[src/rtl/mux2_arbiter.sv]
// mux2_arbiter: round-robin owner of a shared 2:1 mux select with bounded tenure and registered output.
// Optional MUX_ARB_LOCK_EN adds a lock input that lets the owner extend its tenure past MAX_HOLD.
module mux2_arbiter #(
  parameter int W        = 1,
  parameter int MAX_HOLD = 4
) (
  input  logic         clk,
  input  logic         rst,
  input  logic         req_a,
  input  logic         req_b,
  input  logic [W-1:0] a,
  input  logic [W-1:0] b,
`ifdef MUX_ARB_LOCK_EN
  input  logic         lock,
`endif
  output logic         gnt_a,
  output logic         gnt_b,
  output logic         s,
  output logic [W-1:0] z,
  output logic         z_valid
);
  localparam int HW = $clog2(MAX_HOLD) + 1;
  localparam logic [1:0] IDLE  = 2'd0;
  localparam logic [1:0] GNT_A = 2'd1;
  localparam logic [1:0] GNT_B = 2'd2;
  localparam logic [HW-1:0] HOLD_MAX = HW'(MAX_HOLD - 1);
  logic [1:0]    state_q, state_d;
  logic [HW-1:0] hold_q, hold_d;
  logic          last_q, last_d, s_q, s_d, zv_q, lock_w, expire;
  logic [W-1:0]  z_q, z_d;
`ifdef MUX_ARB_LOCK_EN
  assign lock_w = lock;
`else
  assign lock_w = 1'b0;
`endif
  // last_q=1 means B was granted most recently, so A wins the next tie
  assign expire = (hold_q == HOLD_MAX) && !lock_w;
  always_comb begin
    state_d = IDLE;
    case (state_q)
      IDLE:    state_d = (req_a && req_b) ? (last_q ? GNT_A : GNT_B) : req_a ? GNT_A : req_b ? GNT_B : IDLE;
      GNT_A:   state_d = !req_a ? (req_b ? GNT_B : IDLE) : (req_b && expire) ? GNT_B : GNT_A;
      GNT_B:   state_d = !req_b ? (req_a ? GNT_A : IDLE) : (req_a && expire) ? GNT_A : GNT_B;
      default: state_d = IDLE;
    endcase
    hold_d = (state_d != state_q) ? '0 : (hold_q == HOLD_MAX) ? hold_q : hold_q + HW'(1);
    last_d = (state_d == GNT_A) ? 1'b0 : (state_d == GNT_B) ? 1'b1 : last_q;
    s_d    = (state_d == GNT_A) ? 1'b0 : (state_d == GNT_B) ? 1'b1 : s_q;
    z_d    = (state_q == GNT_B) ? b : (state_q == GNT_A) ? a : z_q;
  end
  always_ff @(posedge clk or posedge rst) begin
    if (rst) begin
      state_q <= IDLE;
      hold_q  <= '0;
      last_q  <= 1'b1;
      s_q     <= 1'b0;
      z_q     <= '0;
      zv_q    <= 1'b0;
    end else begin
      state_q <= state_d;
      hold_q  <= hold_d;
      last_q  <= last_d;
      s_q     <= s_d;
      z_q     <= z_d;
      zv_q    <= (state_q != IDLE);
    end
  end
  assign gnt_a   = (state_q == GNT_A);
  assign gnt_b   = (state_q == GNT_B);
  assign s       = s_q;
  assign z       = z_q;
  assign z_valid = zv_q;
endmodule

[config.mk]
export PLATFORM = sky130hd
export DESIGN_NAME = mux2_arbiter
export DESIGN_NICKNAME = d
export VERILOG_FILES = /design/src/rtl/mux2_arbiter.sv
export SDC_FILE = /design/constraint.sdc
export NUM_CORES = 1
export LEC_CHECK = 0
export ABC_AREA = 1
export ABC_CLOCK_PERIOD_IN_PS = 2500
export BUFFER_PORTS_ARGS = -buffer_cell sky130_fd_sc_hd__buf_4
export CORE_AREA = 5 5 42 44
export CTS_CLUSTER_SIZE = 24
export DETAILED_ROUTE_END_ITERATION = 16
export DIE_AREA = 0 0 47 49
export HOLD_SLACK_MARGIN = 0.15
export PLACE_DENSITY = 0.73
export SETUP_SLACK_MARGIN = 0.2
export SYNTH_ARGS = -nofsm -noshare
export SYNTH_HDL_FRONTEND = slang
export SYNTH_SLANG_ARGS = --single-unit
export TNS_END_PERCENT = 1
[constraint.sdc]
create_clock -name clk -period 2.5 [get_ports clk]
set_clock_uncertainty 0.05 [all_clocks]
set_input_delay 0.5 -clock clk [delete_from_list [all_inputs] [get_ports clk]]
set_output_delay 0.5 -clock clk [all_outputs]
set_load 0.02 [all_outputs]
; Yosys cells after proc, flatten, opt, wreduce, memory -nomap -nowiden
; Index checks and enable logic that the tools add are counted.
[word_totals]
output_inout_bits = 5
regBits = 9
input_bits = 6
ram_bits = 0
latch_bits = 0
romBits = 0
mem_count = 0
[classes]
mux = 16
div = 0
n_reduce_logical = 7
n_shift = 0
addsub = 1
eq_ne = 7
n_bitwise = 0
magnitude_cmp = 0
multipliers = 0
[op_table]
columns = cell, n
row1 = $mux 2, 8
row2 = $mux 3, 2
row3 = $pmux 2 s3, 1
row4 = $reduce_bool 2->1, 3
row5 = $mux 1, 5
row6 = $eq 2x1->1 const B, 2
row7 = $eq 2x2->1 const B, 2
row8 = $add 3x1->3 const B, 1
row9 = $eq 3x2->1 const B, 1
row10 = $logic_and 1x1->1, 3
row11 = $logic_not 2->1, 1
row12 = $ne 2x1->1 const B, 1
row13 = $ne 2x2->1, 1

; Depth between registers and ports, before layout
[depth]
ltp_word = 8
depth_mapped = 13
depth_no_buf = 12

; Worst setup path before layout
; OpenSTA, ideal clock, no wires.
[synth_timing]
path_type = flip-flop to flip-flop
from = register hold_q[0]
to = register s_q (netlist: s)
t_arrival_ns = 1.906
path_buffers = 1
synth_period_minus_slack_ns = 2.021
stages_incl_launch_ff = 13
slack_ns = 0.479
t_required_ns = 2.385
path_cell_list = dfrtp_1 ha_1 ha_1 buf_6 nand2_1 nand2_1 nand2_1 nand3_2 nand2_2 inv_1 ha_1 or2_2 nand2_1
[synth_via]
elab_chain_cells = 7
word_cells_on_any_way = 12
[synth_lines]
columns = element, line
row1 = "start, declared", 28  ; logic [HW-1:0] hold_q, hold_d;
row2 = "start signal, assigned", 61  ; hold_q <= hold_d;
row3 = $eq 3x2->1 (*), 37  ; assign expire = (hold_q == HOLD_MAX) && !lock_w;
row4 = "$logic_and 1x1->1, on equally long branches", "43, 42"
row5 = "$mux 2, on equally long branches (2 in series)", "43, 42"
row6 = $pmux 2 s3 (*), 40  ; case (state_q)
row7 = net state_d[0], 27  ; logic [1:0] state_q, state_d;
row8 = $eq 2x1->1 or $eq 2x2->1 (tied branches), 48  ; s_d = (state_d == GNT_A) ? 1'b0 : (state_d == GNT_B) ? 1'b1 : s_q;
row9 = $mux 1 or $reduce_bool 2->1 (tied branches), n/a
row10 = "end signal, assigned", 56  ; s_q <= 1'b0;
row11 = "end signal, assigned", 63  ; s_q <= s_d;
row12 = "end, declared", 29  ; logic last_q, last_d, s_q, s_d, zv_q, lock_w, expire;
; The timed path passes the listed nets; every way through them passes the cells marked *.
; A chain may end at the register's enable or synchronous reset.

; Worst setup path in the final report
; Same ends and word-level chain as after synthesis.

==> flow_metrics.tcl <==
set metrics [dict create \
    outcome "finished clean" \
    row_count 14 \
    h-tree-depth 1 \
    arrival_ns 2.30 \
    tns_ns 0 \
    powerDensity_nw_per_um2 1260 \
    worst-setup-path-type "reg2reg" \
    sequentialPowerShare_pct 30.6 \
    track_usage_pct 9.38 \
    ys_warn_count 0 \
    end_kind "register" \
    rr_startpoint "hold_q[0]$_DFFE_PP0P_" \
    rsz0062_at_grt "false" \
    synth_top_area_share_pct 34.9 \
    hold_viol_final 0 \
    max_freq_mhz 465 \
    clkLatencyLatePin_ns 0.25 \
    postCtsHoldBufs 0 \
    antenna_found_initial 0 \
    cts_tree "built" \
    synth.distinct_cells 16 \
    ant_nets 0 \
    drt_wl_total_um 950 \
    grt_pass1_vias 389 \
    drtPass1Iterations 2 \
    final_net_count 97 \
    cts-root-buf "clkbuf_4" \
    hp-class "in2async" \
    post-route-period-util_pct 86.0 \
    wire_per_inst_um 9.60 \
    pin_count 11 \
    crit_path_start "hold_q[0]$_DFFE_PP0P_" \
    syn_area_um2 574 \
    clkPwrFrac_pct 12.7 \
    drt_iter0_markers 2 \
    drive_above_1_share_pct 28.9 \
    yosysTopAreaCell "dfrtp_1" \
    start_util_pct 41.0 \
    tightest_slew_ns 0.337 \
    synth_edf_count 0 \
    viasPerCell 4.60 \
    power.internal_mw 0.486 \
    port_buffers 10 \
    fillers 134 \
    cp.required_ns 2.65 \
    crit_fanout 7 \
    placed_cells 95 \
    fp.dieW_um 47 \
    core_area_um2 1400 \
    synthFlopType "dfrtp_1" \
    fin_crit_ns 2.15 \
    clock-sinks 9 \
    grt_overflow 0 \
    syn_nets 83 \
    sw_frac_of_total_pct 43.6 \
    post_cts_buffers 0 \
    cts_resized 0 \
    syn_to_final_growth_pct 19.2 \
    power.leakage_nw 0.390 \
    startpoint_type "register" \
    synth-async-reset-ratio_pct 100 \
    die_h_um 49 \
    final_cell_mix "18 x nand2_1, 11 x inv_1, 10 x buf_4" \
    grt_start_max_net_pins 10 \
    maxSlewHeadroom_pct 77.5 \
    cts_made_buffers 3 \
    layout_commonest_cell "nand2_1" \
    gp_congestion 0.731 \
    antenna_cells 0 \
    ys_ff_latch 9 \
    grt_pass1_wl_mm 1.57 \
    vias 455 \
    power.switching_mw 0.375 \
    comb_power_share_pct 56.6 \
    ir_worst_vdd_mv 0.678 \
    yosysSeqAreaShare_pct 39.4 \
    maxCapViolations 0 \
    synth_cells 70 \
    die_area_um2 2300 \
    slew_violations 0 \
    drc 0 \
    syn_avg_cell_area_um2 8.20 \
    finalSetupViolations 0 \
    clockBufferDepth 2 \
    synth_area_leaders "dfrtp_1 35%, ha_1 15%, nand2_1 12%, inv_1 7.2%, nand2_2 6.5%" \
    reg2reg_depth 11 \
    path_clk_slew_ns 0.06 \
    place_hpwl_um 801 \
    instances_no_fill 99 \
]
==> cell families after synthesis <==
kind of cell | Yosys count | synth area share [%]
buf+inv | 13 | 9.80
compound gates | 2 | 1.96
mux | 1 | 1.74
fa+ha+maj | 7 | 15.2
simple gates | 37 | 30.3
flops | 9 | 39.4
xor+xnor | 1 | 1.53
==> flip-flops by register name, summed over array words and instances (netlist names) <==
register	flops
hold_q	3
s	1
z_valid	1
state_q	2
z	1
last_q	1
==> area by class of cell <==
cell class              instances  area, um^2  area share (%)
multi-input cells              48         292            42.6
clock buffers                   4        26.3            3.84
flip-flops and latches          9         226            33.1
repair buffers                 10        75.1            11.0
inverters                      12        45.0            6.58
well taps                      16        20.0            2.93
==> final timing paths <==
kind / endpoint / slack [ns]
max: s$_DFFE_PP0P_ / 0.35
min: hold_q[0]$_DFFE_PP0P_ / 0.15
max reg2reg: s$_DFFE_PP0P_ / 0.35
min reg2reg: last_q$_DFFE_PP1P_ / 0.43
max in group asynchronous: last_q$_DFFE_PP1P_ / 1.96
min in group clk: last_q$_DFFE_PP1P_ / 0.43
==> power by group through the flow <==
stage	clock (mW)	combinational, mW	sequential, mW
2_1_floorplan	0	0.341	0.290
3_5_place_dp	0	0.491	0.267
5_1_grt	0.126	0.559	0.272
6_report	0.110	0.488	0.264
3_3_place_gp	0	0.476	0.265
4_1_cts	0.115	0.495	0.265
==> per-layer routing <==
metal	GRT usage (%)	part of all wire, %	up-vias
met5	0	0	-
met4	2.76	0	0
met3	4.43	7.6	0
li1	-	-	238
met2	13.1	45	12
met1	12.7	47	205
==> cell usage after synthesis, types with 2 or more instances <==
library cell and n:
nand3_2 2, nor2_1 6, nand2_1 18, nand3_1 4
dfrtp_1 8, ha_1 7, nand2_2 6, inv_1 11
==> critical path: stages (launching register included) <==
cell and delay (ns):
dfrtp_1 0.39, ha_1 0.20, ha_1 0.28, nand2_1 0.12
nand2_1 0.06, nand2_1 0.06, nand3_2 0.09, nand2_2 0.08
inv_1 0.06, ha_1 0.32, or2_2 0.32, nand2_1 0.07
==> stage by stage <==
stage	setup WS, ns	hold slack (ns)	utilization, %	cell area [um^2]	total power, mW
finish	0.350	0.150	48.8	684	0.861
global route	0.237	0.166	48.8	684	0.957
CTS	0.343	0.152	48.8	684	0.875
detailed placement	0.367	0.414	47.0	658	0.759
global placement	0.401	0.417	47.0	658	0.741
floorplan	0.479	0.277	-	574	0.630
(Power assumes the default switching activity.)
